### config.mk
export PLATFORM = sky130hd
export DESIGN_NAME = mc_riscv_controller
export DESIGN_NICKNAME = d
export VERILOG_FILES = /design/src/rtl/mc_riscv_controller.sv
export SDC_FILE = /design/constraint.sdc
export NUM_CORES = 1
export LEC_CHECK = 0
export CAP_MARGIN = 5
export CORE_MARGIN = 2
export CORE_UTILIZATION = 46
export CTS_CLUSTER_SIZE = 16
export DETAILED_ROUTE_END_ITERATION = 10
export PLACE_DENSITY = 0.83
export REMOVE_ABC_BUFFERS = 1
export SLEW_MARGIN = 20
export SYNTH_ARGS = -nofsm -noshare
export SYNTH_HDL_FRONTEND = slang
export SYNTH_SLANG_ARGS = --single-unit
### constraint.sdc
create_clock -name clk -period 2.3 [get_ports clk]
set_clock_uncertainty 0.05 [all_clocks]
set_input_delay 0.23 -clock clk [delete_from_list [all_inputs] [get_ports clk]]
set_output_delay 0.23 -clock clk [all_outputs]
set_load 0.1 [all_outputs]
### src/rtl/mc_riscv_controller.sv
// Multi-cycle RV32I control FSM: fetch/decode/exec/mem/wb with ready handshakes,
// memory watchdog and sticky error flags. Optional branches via `MC_BRANCH_EN.
module mc_riscv_controller #(
  parameter int ALU_CC_W    = 4,
  parameter int MEM_TIMEOUT = 16,
  parameter int CNT_W       = 32
) (
  input  logic                clk,
  input  logic                reset,
  input  logic [6:0]          opcode,
  input  logic [2:0]          funct3,
  input  logic [6:0]          funct7,
  input  logic                zero,
  input  logic                imem_ready,
  input  logic                dmem_ready,
  output logic                imem_read,
  output logic                ir_write,
  output logic                pc_write,
  output logic                pc_src,
  output logic                reg_write,
  output logic                mem2reg,
  output logic                alu_src,
  output logic                mem_read,
  output logic                mem_write,
  output logic [ALU_CC_W-1:0] alu_cc,
  output logic                illegal_instr,
  output logic                bus_err,
  output logic [2:0]          state_o,
  output logic [CNT_W-1:0]    retired_count
);

  typedef enum logic [2:0] {
    S_RST    = 3'd0,
    S_FETCH  = 3'd1,
    S_DECODE = 3'd2,
    S_EXEC   = 3'd3,
    S_MEM    = 3'd4,
    S_WB     = 3'd5,
    S_TRAP   = 3'd6
  } state_t;

  localparam logic [6:0] OP_R  = 7'b0110011;
  localparam logic [6:0] OP_I  = 7'b0010011;
  localparam logic [6:0] OP_LW = 7'b0000011;
  localparam logic [6:0] OP_SW = 7'b0100011;
  localparam int WAIT_W = (MEM_TIMEOUT > 1) ? $clog2(MEM_TIMEOUT) : 1;

  localparam logic [ALU_CC_W-1:0] CC_AND = ALU_CC_W'(4'b0000);
  localparam logic [ALU_CC_W-1:0] CC_OR  = ALU_CC_W'(4'b0001);
  localparam logic [ALU_CC_W-1:0] CC_ADD = ALU_CC_W'(4'b0010);
  localparam logic [ALU_CC_W-1:0] CC_SUB = ALU_CC_W'(4'b0110);
  localparam logic [ALU_CC_W-1:0] CC_SLT = ALU_CC_W'(4'b0111);
  localparam logic [ALU_CC_W-1:0] CC_XOR = ALU_CC_W'(4'b1100);

  state_t              r_state, w_next;
  logic [WAIT_W-1:0]   r_wait;
  logic                r_illegal, r_bus_err;
  logic [CNT_W-1:0]    r_retired;
  logic                w_is_r, w_is_i, w_is_lw, w_is_sw, w_is_br, w_taken;
  logic                w_legal, w_timeout, w_retire, w_set_ill, w_set_bus;
  logic [ALU_CC_W-1:0] w_cc;

  assign w_is_r    = (opcode == OP_R);
  assign w_is_i    = (opcode == OP_I);
  assign w_is_lw   = (opcode == OP_LW);
  assign w_is_sw   = (opcode == OP_SW);
  assign w_timeout = (r_wait == WAIT_W'(MEM_TIMEOUT - 1));

`ifdef MC_BRANCH_EN
  assign w_is_br = (opcode == 7'b1100011);
  assign w_taken = (funct3 == 3'b000) ? zero : ~zero;
  assign w_legal = w_is_r || w_is_i || ((w_is_lw || w_is_sw) && funct3 == 3'b010)
                 || (w_is_br && (funct3 == 3'b000 || funct3 == 3'b001));
`else
  logic w_unused_zero;
  assign w_unused_zero = zero;
  assign w_is_br = 1'b0;
  assign w_taken = 1'b0;
  assign w_legal = w_is_r || w_is_i || ((w_is_lw || w_is_sw) && funct3 == 3'b010);
`endif

  // Operation select; SUB only for R-type, immediate forms ignore funct7.
  always_comb begin
    w_cc = CC_ADD;
    if (w_is_br) begin
      w_cc = CC_SUB;
    end else if (w_is_r || w_is_i) begin
      case (funct3)
        3'b000:  w_cc = (w_is_r && funct7 == 7'b0100000) ? CC_SUB : CC_ADD;
        3'b100:  w_cc = CC_XOR;
        3'b110:  w_cc = CC_OR;
        3'b111:  w_cc = CC_AND;
        3'b010:  w_cc = CC_SLT;
        default: w_cc = CC_ADD;
      endcase
    end
  end

  always_comb begin
    w_next    = r_state;
    w_retire  = 1'b0;
    w_set_ill = 1'b0;
    w_set_bus = 1'b0;
    imem_read = 1'b0;
    ir_write  = 1'b0;
    pc_write  = 1'b0;
    pc_src    = 1'b0;
    reg_write = 1'b0;
    mem2reg   = 1'b0;
    alu_src   = 1'b0;
    mem_read  = 1'b0;
    mem_write = 1'b0;
    alu_cc    = '0;
    case (r_state)
      S_RST:   w_next = S_FETCH;
      S_FETCH: begin
        imem_read = 1'b1;
        if (imem_ready) begin
          ir_write = 1'b1;
          pc_write = 1'b1;
          w_next   = S_DECODE;
        end else if (w_timeout) begin
          w_set_bus = 1'b1;
          w_next    = S_TRAP;
        end
      end
      S_DECODE: begin
        if (w_legal) begin
          w_next = S_EXEC;
        end else begin
          w_set_ill = 1'b1;
          w_next    = S_TRAP;
        end
      end
      S_EXEC: begin
        alu_src = w_is_i || w_is_lw || w_is_sw;
        alu_cc  = w_cc;
        if (w_is_br) begin
          pc_write = w_taken;
          pc_src   = w_taken;
          w_retire = 1'b1;
          w_next   = S_FETCH;
        end else if (w_is_lw || w_is_sw) begin
          w_next = S_MEM;
        end else begin
          w_next = S_WB;
        end
      end
      S_MEM: begin
        alu_cc    = w_cc;
        mem_read  = w_is_lw;
        mem_write = w_is_sw;
        // A ready arriving on the limit cycle takes priority over the trap.
        if (dmem_ready) begin
          w_retire = w_is_sw;
          w_next   = w_is_lw ? S_WB : S_FETCH;
        end else if (w_timeout) begin
          w_set_bus = 1'b1;
          w_next    = S_TRAP;
        end
      end
      S_WB: begin
        reg_write = 1'b1;
        mem2reg   = w_is_lw;
        w_retire  = 1'b1;
        w_next    = S_FETCH;
      end
      S_TRAP:  w_next = S_TRAP;
      default: w_next = S_RST;
    endcase
  end

  always_ff @(posedge clk) begin
    if (!reset) begin
      r_state   <= S_RST;
      r_wait    <= '0;
      r_illegal <= 1'b0;
      r_bus_err <= 1'b0;
      r_retired <= '0;
    end else begin
      r_state <= w_next;
      if (w_next != r_state)
        r_wait <= '0;
      else if (r_state == S_FETCH || r_state == S_MEM)
        r_wait <= r_wait + WAIT_W'(1);
      if (w_set_ill) r_illegal <= 1'b1;
      if (w_set_bus) r_bus_err <= 1'b1;
      if (w_retire)  r_retired <= r_retired + CNT_W'(1);
    end
  end

  assign illegal_instr = r_illegal;
  assign bus_err       = r_bus_err;
  assign state_o       = r_state;
  assign retired_count = r_retired;

endmodule

* Word-level counts from Yosys, hierarchy flattened
Cells that the tools add are included.
** Word-level totals
- Register bits :: 41
- Bits in latches :: 0
- RAM bits :: 0
- Bits in read-only memories :: 0
- Input bits :: 22
- Output and inout port bits :: 50
- Memories kept :: 0
** Operators by class
- $add $sub $neg :: 2
- $mul :: 0
- Divide/modulo/power cells :: 0
- Order comparisons :: 0
- Equal/unequal tests :: 17
- Shift-type cells :: 0
- Multiplexer cells :: 27
- Bitwise logic cells :: 1
- Reduce and logical (&&, ||, !) cells :: 13
** Operators with widths (count)
- adder 32 x 1 -> 32 bit, second input constant :: 1
- == test 7 x 6 -> 1 bit, second input constant :: 3
- one-hot mux 4 bit (5 select lines) :: 1
- == test 3 bit, second input constant :: 6
- 2-to-1 mux 3 bit :: 6
- one-hot mux 3 bit (6 select lines) :: 1
- 2-to-1 mux 1 bit :: 15
- == test 3 x 2 -> 1 bit, second input constant :: 3
- 2-to-1 mux 4 bit :: 2
- == test 7 x 2 -> 1 bit, second input constant :: 1
- == test 7 x 5 -> 1 bit, second input constant :: 1
- logical NOT 3 bit :: 2
- logical OR 1 bit :: 6
- OR reduction 2 bit :: 3
- adder 4 x 1 -> 4 bit, second input constant :: 1
- == test 4 bit, second input constant :: 1
- one-hot mux 1 bit (2 select lines) :: 2
- == test 3 x 1 -> 1 bit, second input constant :: 1
- != test 3 bit :: 1
- logical AND 1 bit :: 2
- NOT 1 bit :: 1

* Longest topological paths before layout
Gate-level depths: netlist (run 1).
- Depth after elaboration :: 8
- Depth in mapped cells :: 7
- Depth with buffers taken out :: 6

* Worst setup path before layout (run 1)
OpenSTA, ideal clock, no wires.
- Path kind :: register to output
- From :: reg r_state[0], in the netlist state_o[0]
- To :: out alu_src
- Data arrival time :: 6138 ps
- Setup slack :: -4118 ps
- Stages on the path, launching flop included :: 4
- Buffers on the path :: 1
- Path through :: dfxtp_1 > clkbuf_1 > nand2_1 > a2111oi_0
** Between the ends
- Word-level cells in the longest chain between the ends :: 2
** RTL lines
- from (decl) :: line 55 : state_t r_state, w_next;
- from (signal assigned) :: line 181 : r_state <= w_next;
- == test 3 x 2 -> 1 bit :: line 114 : case (r_state)
- 2-to-1 mux 1 bit :: line 114
- to (decl) :: line 22 : output logic alu_src,
No other way between the ends.

* Worst setup path in the final report (run 1)
- From :: in opcode[1]
- To :: out alu_cc[2]
** Between the ends
- Word-level cells in the longest chain between the ends :: 6
** RTL lines
- from (decl) :: line 10 : input logic [6:0] opcode,
- == test 7 x 6 -> 1 bit :: line 63 : assign w_is_r = (opcode == OP_R);
- logical AND 1 bit :: line 89 : 3'b000: w_cc = (w_is_r && funct7 == 7'b0100000) ? CC_SUB : CC_ADD;
- 2-to-1 mux 3 bit :: line 89
- one-hot mux 4 bit (5 select lines) :: line 88 : case (funct3)
- 2-to-1 mux 4 bit * :: line 87 : end else if (w_is_r || w_is_i) begin
- 2-to-1 mux 4 bit * :: line 114
- to (decl) :: line 25 : output logic [ALU_CC_W-1:0] alu_cc,
Mark *: on every way between the ends. The rest lies on a longest branch, timed or not.

==> results of run 1 <==
stage by stage:
stage	total power [W]	instance area, µm²
2_1_floorplan	0.000987	2130
3_3_place_gp	0.00114	3050
3_5_place_dp	0.00114	3050
4_1_cts	0.00174	3180
5_1_grt	0.00179	3190
6_report	0.00173	3190
worst max-delay path, cell delays in order:
cell	delay [ns]
clkdlybuf4s50_1	0.45
and3b_2	0.20
nand2_1	0.07
or4_4	0.50
a211oi_2	0.21
buf_4	0.15
buf_12	0.16
synthesized netlist by cell type, drive strengths merged:
library cell | n | area, µm²
a41oi | 1 | 8.76
nor2b | 1 | 6.26
clkinv | 1 | 3.75
xor2 | 11 | 96.3
o311ai | 2 | 17.5
o21ai | 18 | 90.1
inv | 8 | 30.0
and3b | 1 | 8.76
o31ai | 3 | 22.5
nor3 | 5 | 25.0
nor4bb | 1 | 10.0
ha | 2 | 25.0
conb | 1 | 3.75
and3 | 6 | 37.5
o2111ai | 2 | 17.5
nand4 | 14 | 118
a41o | 1 | 10.0
nor4 | 2 | 27.5
a211oi | 1 | 7.51
and2 | 5 | 31.3
nand2b | 4 | 25.0
nand3 | 18 | 90.1
or2 | 1 | 6.26
a21oi | 24 | 120
a21boi | 1 | 7.51
o21a | 1 | 7.51
or4 | 4 | 30.0
xnor2 | 5 | 43.8
a2111oi | 1 | 8.76
clkbuf | 8 | 30.0
buf | 3 | 20.0
nor2 | 33 | 136
mux2i | 2 | 20.0
o211ai | 2 | 15.0
or3 | 15 | 96.3
nand2 | 16 | 60.1
o41ai | 1 | 8.76
dfxtp | 41 | 821
and4 | 1 | 8.76
nor3b | 4 | 30.0
per-layer routing:
layer	global-route usage [%]	part of all wire, %	wire length (µm)
met1	27.8	45	2450
met2	35.9	50	2730
met3	3.73	4.5	243
met4	3.50	0.35	19
met5	0	0	0
final cells by class:
type | count | area share [%]
inverter | 9 | 1.06
multi-input combinational | 210 | 40.6
timing repair buffer | 87 | 26.7
sequential | 41 | 25.8
clock buffer | 6 | 2.59
tap | 54 | 2.12
clock inverter | 2 | 1.18
final timing paths:
kind / from / to / depth (start not counted)
worst max-delay path: opcode[1] / alu_cc[2] / 7
worst max register to register: retired_count[13] / retired_count[25] / 5
worst min-delay path: bus_err / bus_err / 1
worst min register to register: bus_err / bus_err / 1
repair_timing:
item,4_1_cts,5_1_grt
hold buffers,0,0
hold endpoints to repair,0,0
pin swaps,1,0
setup endpoints to repair,2,2
resized for setup,3,5
buffers inserted,1,0
cells by family after synthesis:
kind of cell | synth area share, %
flops | 37.6
simple gates | 34.2
fa+ha+maj | 1.15
other cells | 0.172
mux | 0.917
xor+xnor | 6.42
compound gates | 15.7
buf+inv | 3.84
flip-flops by register name, summed over array words and instances, names as in the netlist:
register       cells
bus_err            1
retired_count     32
illegal_instr      1
state_o            3
r_wait             4
power by group through the flow:
| stage | clock network [W] | registers [W] | logic [W] |
|---|---|---|---|
| finish | 0.000599 | 0.000729 | 0.000403 |
| global route | 0.000639 | 0.000731 | 0.000424 |
| CTS | 0.000612 | 0.000727 | 0.000400 |
| detailed placement | 0 | 0.000744 | 0.000396 |
| global placement | 0 | 0.000743 | 0.000394 |
| floorplan | 0 | 0.000815 | 0.000171 |
==> summary.md, run 1 <==
| Metric | Value |
|---|---|
| Gr ovfl total | `0` |
| WP data required | `~2.0 ns` |
| Max Cap Viol | `0` |
| Skew-Pair Late Insertion Delay | `a little under 0.3 ns` |
| Clock share of power | `~35%` |
| First-pass GRT wire length | `9.01 mm` |
| Initial Utilization | `46.8%` |
| Status | `finished, final reports clean` |
| Drt initial violations | `79` |
| Drt pass-1 iters | `4` |
| Clock sinks | `41` |
| Commonest non-fill, non-tap cell in the layout | `buf_4` |
| PD cells | `about 540 nW/µm²` |
| Crit path launch type | `input pin` |
| Reg area | `about 820 µm²` |
| FF+latch count, synth | `about 40` |
| WS Path Type | `input pin to output port` |
| Sw Share | `~30%` |
| Root buffer cell | `clkbuf_8` |
| Combinational share of power | `between 20% and 30%` |
| Internal | `between 0.001 and 0.0015 W` |
| DP Cell Count | `400` |
| Reg power frac | `between 40% and 50%` |
| Vias | `approximately 2300` |
| Worst setup EP type | `output port` |
| Yosys warns | `0` |
| Vias in the first global route | `1998` |
| Die Width | `between 70 and 80 µm` |
| Clk slew on worst S/H paths | `about 0.070 ns` |
| HP Class | `flop to flop` |
| VDD IR max | `around 440 µV` |
| Vias per inst | `approximately 5.5` |
| Min Tclk post-route | `between 2 and 2.5 ns` |
| Multi-input logic area | `1290 µm²` |
| Final GP Congestion | `just under 0.9` |
| Hold Vio Cnt, Final | `0` |
| GRT Resource Usage Total | `20.9%` |
| Fraction of layout cells with a size suffix above 1 | `between 20% and 30%` |
| Final #Nets | `approximately 380` |
| Min Hold Slack | `roughly 0.43 ns` |
| TritonCTS clock tree | `yes` |
| Routed wire length | `5.44 mm` |
| Dpl ws | `-0.105 ns` |
| Largest net degree at the start of global routing | `34` |
| # DRC | `0` |
| TritonCTS buffer count | `5` |
| Avg WL per Cell | `about 13 µm` |
| CTS Buffer Depth | `2` |
| Synth cell types | `46` |
| Final setup viols | `0` |
| Layout fillers | `around 360` |
| CORE AREA | `4660 µm²` |
| Final ANT Viol Nets | `0` |
| Commonest non-fill, non-tap cells in the layout | `buf_4 (55), dfxtp_1 (39), nor2_1 (27), a21oi_1 (24), clkdlybuf4s50_1 (20)` |
| Htree depth | `2` |
| Synth Instances | `roughly 270` |
| Antenna Cells | `0` |
| # rows | `25` |
| Pins Over Slew Limit | `0` |
| Area Overhead vs Synth | `46.3%` |
| I/O pins | `72` |
| DP HPWL | `~4.1 mm` |
| Fmax | `~440 MHz` |
| Antenna violations before repair | `0` |
| Arr. time, crit path | `between 1.5 and 2 ns` |
| Util after Layout | `68.5%` |
| Worst Slack Setup Final | `~0.043 ns` |
| Register area share after synthesis | `37.6%` |
| Post-Syn Area | `2180 µm²` |
| Setup_tns | `0 ns` |
| R2R Setup Slk | `0.24 ns` |
| PortBufs | `slightly below 70` |
| Die ar. | `5310 µm²` |
| Layout Cells excl Fill | `slightly above 400` |
| Fin crit share | `a little over nine tenths` |
| P_sw | `between 0.0005 and 0.0006 W` |
| Die H | `roughly 73 µm` |
| Leakage | `between 1 and 1.5 nW` |
| Crit path max fanout | `3` |
| Syn Area/Cell | `roughly 8.1 µm²` |
No activity file was read; power rests on OpenSTA's default activity.
==> inputs of run 2 (changes only) <==
--- a/config.mk
+++ b/config.mk
@@ -6,7 +6,7 @@
 export NUM_CORES = 1
 export LEC_CHECK = 0
 export CAP_MARGIN = 5
-export CORE_MARGIN = 2
+export CORE_MARGIN = 5
 export CORE_UTILIZATION = 46
 export CTS_CLUSTER_SIZE = 16
 export DETAILED_ROUTE_END_ITERATION = 10
==> run 2 against run 1 <==
Register-to-register slack better by 0.03 ns. Sequential share of layout area about the same. Fmax up 2.3%. Count of clock-buffer cells in the layout down 1. Cell count down 0.24%. Sequential power about the same. Total power down 2.0%. Sequential cell count unchanged. Non-clock buffer count unchanged. Core utilization up 0.11 points. Clock power down 6.0%. Critical path depth unchanged. Critical path type is now flop to output port. Critical endpoint is now alu_cc[3]. Largest cell class unchanged. Highest routed layer unchanged.
==> summary.md, run 2 (synthesis results as in run 1) <==
| Metric | Value |
|---|---|
| Status | `finished, final reports clean` |
| R2R Setup Slk | `roughly 0.27 ns` |
| Hold path depth | `1` |
| Final setup viols | `0` |
| Routed wire length | `roughly 5.8 mm` |
| Worst setup EP type | `output port` |
| Skew-Pair Late Insertion Delay | `0.29 ns` |
| Die Width | `78.9 µm` |
| # rows | `25` |
| Hold Path Origin | `bus_err` |
| TritonCTS clock tree | `yes` |
| CP top delay family | `simple AND/OR/NAND/NOR gates` |
| WS Path Type | `flop to output port` |
| HP Class | `flop to flop` |
| Setup_tns | `0 ns` |
| Hold Vio Cnt, Final | `0` |
| Min Tclk post-route | `approximately 2.2 ns` |
| DP Area | `approximately 3000 µm²` |
| Fraction of layout cells with a size suffix above 1 | `a little over a quarter` |
| Hold EP | `bus_err` |
| Final ANT Viol Nets | `0` |
| Final instance area | `roughly 3200 µm²` |
| I/O pins | `approximately 70` |
| Reg-to-Reg End | `retired_count[23]` |
| Final #Nets | `around 380` |
| VDD IR max | `448 µV` |
| Multi-input logic area | `about 1300 µm²` |
| Largest net degree at the start of global routing | `34` |
| Leakage | `approximately 1.3 nW` |
| Reg2reg start | `retired_count[13]` |
| GRT Resource Usage Total | `19.3%` |
| TritonCTS buffer count | `5` |
| First-pass GRT wire length | `9.92 mm` |
| Area Overhead vs Synth | `46.6%` |
| Met2 routed WL | `roughly 2.9 mm` |
| Max reg flops | `32` |
| Htree depth | `2` |
| Pins Over Slew Limit | `0` |
| Max Cap Viol | `0` |
| Met3 wire len | `~270 µm` |
| CORE AREA | `4660 µm²` |
| Commonest non-fill, non-tap cell in the layout | `buf_4` |
| Die ar. | `just over 6000 µm²` |
| Wl on met1 | `roughly 2.5 mm` |
| Final GP Congestion | `0.796` |
| WP data required | `between 2 and 2.5 ns` |
| Initial Utilization | `46.8%` |
| Antenna Cells | `0` |
| Uppermost layer routed | `met4` |
| PortBufs | `69` |
| Reg2Reg Depth | `5` |
| Reg area | `~830 µm²` |
| CTS Buffer Depth | `2` |
| Antenna violations before repair | `0` |
| Post-layout total power | `between 0.0015 and 0.002 W` |
| Drt pass-1 iters | `4` |
| Worst Slack Setup Final | `approximately 0.092 ns` |
| Gr ovfl total | `0` |
| Clk slew on worst S/H paths | `approximately 0.070 ns` |
| DP HPWL | `about 4.3 mm` |
| # DRC | `0` |
| WP buf/inv | `2` |
| Vias in the first global route | `between 2000 and 2500` |
| Slowest CP cell | `or4_4` |
| Clock sinks | `41` |
| Commonest non-fill, non-tap cells in the layout | `buf_4 (55), dfxtp_1 (39), nor2_1 (27), a21oi_1 (23)` |
| CP Cell Sequence | `nand2b_1 -> nor2_2 -> a21oi_2 -> or4_4 -> nor3b_2 -> buf_4 -> buf_12` |
| Avg WL per Cell | `~14 µm` |
| Layout fillers | `between 300 and 400` |
| Vias | `between 2000 and 2500` |
| CP peak stage delay | `around 0.45 ns` |
| Drt initial violations | `109` |
| Vias per inst | `~5.6` |
| Die H | `~79 µm` |
| Min Hold Slack | `about 0.44 ns` |
| Fin crit share | `between 90% and 100%` |
| Dpl ws | `-0.0887 ns` |
| Root buffer cell | `clkbuf_8` |
| Crit path max fanout | `3` |
| PD cells | `between 500 and 600 nW/µm²` |
| Fmax | `about 450 MHz` |
| Arr. time, crit path | `between 1.5 and 2 ns` |
| Crit path launch type | `flop` |
-- run 2: worst register-to-register path, cell delays in order (launching register included) --
cell and delay, ns:
dfxtp_1 0.45, nand4_4 0.19, nor4_4 0.42, nand4_1 0.32, or3_1 0.40, a21oi_1 0.14
-- run 2: worst max-delay path by stage --
stage	startpoint	to	cells past startpoint
floorplan	state_o[1]	alu_src	2
global placement	opcode[0]	alu_cc[2]	7
detailed placement	opcode[0]	alu_cc[2]	7
CTS	opcode[0]	alu_cc[3]	7
global route	state_o[1]	alu_cc[3]	7
finish	state_o[1]	alu_cc[3]	7
-- run 2: stage by stage --
| stage | util, % | instances |
|---|---|---|
| 6_report | 68.6 | 408 |
| 5_1_grt | 68.6 | 408 |
| 3_5_place_dp | 65.3 | 400 |
| 4_1_cts | 67.8 | 407 |
| 3_3_place_gp | 65.3 | 400 |
| 2_1_floorplan | - | 260 |
-- run 2: power breakdown --
part | leakage [nW] | internal [W] | switching, W | total, W
combinational | 0.898 | 0.000138 | 0.000264 | 0.000402
clock | 0.0540 | 0.000316 | 0.000247 | 0.000563
sequential | 0.332 | 0.000721 | 0.0000112 | 0.000732
-- run 2: area by class of cell --
class / instances / share of cell area [%]
Multi-Input combinational cell: 210 / 40.8
Timing Repair Buffer: 87 / 26.9
Sequential cell: 41 / 25.8
Clock buffer: 5 / 2.15
Tap cell: 54 / 2.11
Clock inverter: 2 / 1.10
Inverter: 9 / 1.06
-- run 2: metal layers --
metal,GRT usage (%),vias to the layer above
met1,24.2,1075
met5,0,-
li1,-,1143
met3,4.20,8
met2,32.9,58
met4,6.70,0
-- run 2: what timing repair did --
item	CTS	global route
pin swaps	0	4
endpoints found under the setup margin	2	2
buffers inserted	0	1
gates resized for setup	4	11
endpoints found under the hold margin	0	0
hold buffers	0	0
==> inputs of run 3 (changes only) <==
--- a/config.mk
+++ b/config.mk
@@ -6,7 +6,7 @@
 export NUM_CORES = 1
 export LEC_CHECK = 0
 export CAP_MARGIN = 5
-export CORE_MARGIN = 5
+export CORE_MARGIN = 1.5
 export CORE_UTILIZATION = 46
 export CTS_CLUSTER_SIZE = 16
 export DETAILED_ROUTE_END_ITERATION = 10
==> run 3 against run 2 <==
Clock power is 17% lower. Via count is 1.7% higher. Largest power group unchanged. Sequential power hardly changed. Global-route usage is 3.5 points higher. Non-clock buffer count is 2 higher. Final area is 1.1% lower. First-iteration DRC count is 17% lower. Fmax is 1.9% lower. Setup slack worse by 0.043 ns.
==> summary.md, run 3 (synthesis results as in run 1) <==
| Metric | Value |
|---|---|
| Antenna Cells | `0` |
| PD cells | `approximately 500 nW/µm²` |
| Max reg flops | `32` |
| GRT Resource Usage Total | `between 20 and 25%` |
| CORE AREA | `4440 µm²` |
| I/O pins | `72` |
| Worst-Margin Slew | `0.551 ns` |
| RSZ-0062 raised after global routing | `true` |
| Crit path launch type | `input pin` |
| TritonCTS buffer count | `5` |
| Vias per inst | `5.68` |
| Commonest non-fill, non-tap cell in the layout | `buf_4` |
| Pins Over Slew Limit | `0` |
| Layout fillers | `358` |
| Final instance area | `roughly 3200 µm²` |
| Fin crit share | `between 90% and 100%` |
| Routed wire length | `between 5 and 6 mm` |
| WP data required | `around 2.0 ns` |
| Fmax | `between 400 and 500 MHz` |
| Hold Vio Cnt, Final | `0` |
| Min Tclk post-route | `around 2.3 ns` |
| Worst setup EP type | `output port` |
| TritonCTS clock tree | `yes` |
| CP peak stage delay | `about 0.5 ns` |
| Max Cap Viol | `0` |
| Area Overhead vs Synth | `44.9%` |
| Final #Nets | `380` |
| Htree depth | `2` |
| Die ar. | `between 5000 and 6000 µm²` |
| # rows | `24` |
| CP Cell Sequence | `clkdlybuf4s50_1 -> and3b_2 -> nand2_1 -> or4_4 -> a211oi_1 -> buf_4 -> buf_12` |
| Reg2Reg Depth | `5` |
| Hold path depth | `1` |
| Max_slew headroom | `62.8%` |
| Status | `finished, final reports clean` |
| Die Width | `just over 70 µm` |
| PortBufs | `just under 70` |
| Leakage | `1.25 nW` |
| Antenna violations before repair | `0` |
| Drt pass-1 iters | `4` |
| Root buffer cell | `clkbuf_8` |
| Avg WL per Cell | `~14 µm` |
| HP Class | `flop to flop` |
| First-pass GRT wire length | `about 9.6 mm` |
| DP HPWL | `4.36 mm` |
| WS Path Type | `input pin to output port` |
| Clock sinks | `41` |
| Gr ovfl total | `0` |
| Vias in the first global route | `2141` |
| Die H | `between 70 and 80 µm` |
| Vias | `~2300` |
| Clk slew on worst S/H paths | `about 0.08 ns` |
| Crit path max fanout | `3` |
| Layout Cells excl Fill | `approximately 400` |
| Drt initial violations | `90` |
| Final ANT Viol Nets | `0` |
| CP top delay family | `buffers and inverters` |
| Fraction of layout cells with a size suffix above 1 | `roughly a quarter` |
| Slowest CP cell | `or4_4` |
| Arr. time, crit path | `approximately 2.0 ns` |
| CTS Buffer Depth | `2` |
| Util after Layout | `71.1%` |
| WP buf/inv | `3` |
| Largest net degree at the start of global routing | `22` |
| Initial Utilization | `between 40% and 50%` |
| DP Cell Count | `398` |
| Final setup viols | `0` |
| Final GP Congestion | `0.832` |
| VDD IR max | `approximately 580 µV` |
| Commonest non-fill, non-tap cells in the layout | `buf_4 (58), dfxtp_1 (39), nor2_1 (27), a21oi_1 (24), clkdlybuf4s50_1 (20)` |
| Skew-Pair Late Insertion Delay | `0.30 ns` |
| Critical path depth in cells | `7` |
| # DRC | `0` |
| DP Area | `between 3000 and 4000 µm²` |
-- run 3: timing repair --
| item | in CTS | in global routing |
|---|---|---|
| setup buffers | 1 | 2 |
| endpoints found under the setup margin | 3 | 3 |
| hold buffers | 0 | 0 |
| pin swaps | 1 | 3 |
| gates resized for setup | 6 | 3 |
-- run 3: metal layers --
layer,vias to the layer above,wire length (µm),global-route usage [%]
li1,1152,-,-
met1,1103,2480,28.8
met2,60,2910,39.1
met3,8,232,5.34
met4,0,85,6.50
met5,-,0,0
-- run 3: worst paths after layout --
| kind | start | endpoint | slack (ns) |
|---|---|---|---|
| setup reg to reg | retired_count[13] | retired_count[31] | 0.28 |
| hold reg to reg | bus_err | bus_err | 0.43 |
| hold / removal | bus_err | bus_err | 0.43 |
| setup / recovery | opcode[1] | alu_cc[2] | 0.05 |
-- run 3: final cells by class --
| class | instances | area (µm²) | share of cell area (%) |
|---|---|---|---|
| Clock buffer | 5 | 68.8 | 2.18 |
| Clock inverter | 3 | 17.5 | 0.554 |
| Inverter | 9 | 33.8 | 1.07 |
| Multi-Input combinational cell | 210 | 1290 | 41.0 |
| Sequential cell | 41 | 826 | 26.1 |
| Tap cell | 52 | 65.1 | 2.06 |
| Timing Repair Buffer | 89 | 856 | 27.1 |
-- run 3: per-stage QoR --
stage / worst slack, ns / total power (W) / setup TNS (ns) / hold WS (ns)
after floorplan: -4.04 / 0.000987 / -25.28 / 0.298
after global placement: -0.0546 / 0.00112 / -0.0996 / 0.401
after detailed placement: -0.129 / 0.00113 / -0.712 / 0.414
after CTS: 0.000627 / 0.00159 / 0 / 0.439
after global routing: -0.0315 / 0.00165 / -0.0551 / 0.450
final: 0.0498 / 0.00159 / 0 / 0.429
-- run 3: power by group --
part	switching [W]	total, W	internal, W
registers	0.0000108	0.000732	0.000721
clock network	0.000260	0.000469	0.000210
logic	0.000261	0.000393	0.000132
total	0.000532	0.00159	0.00106
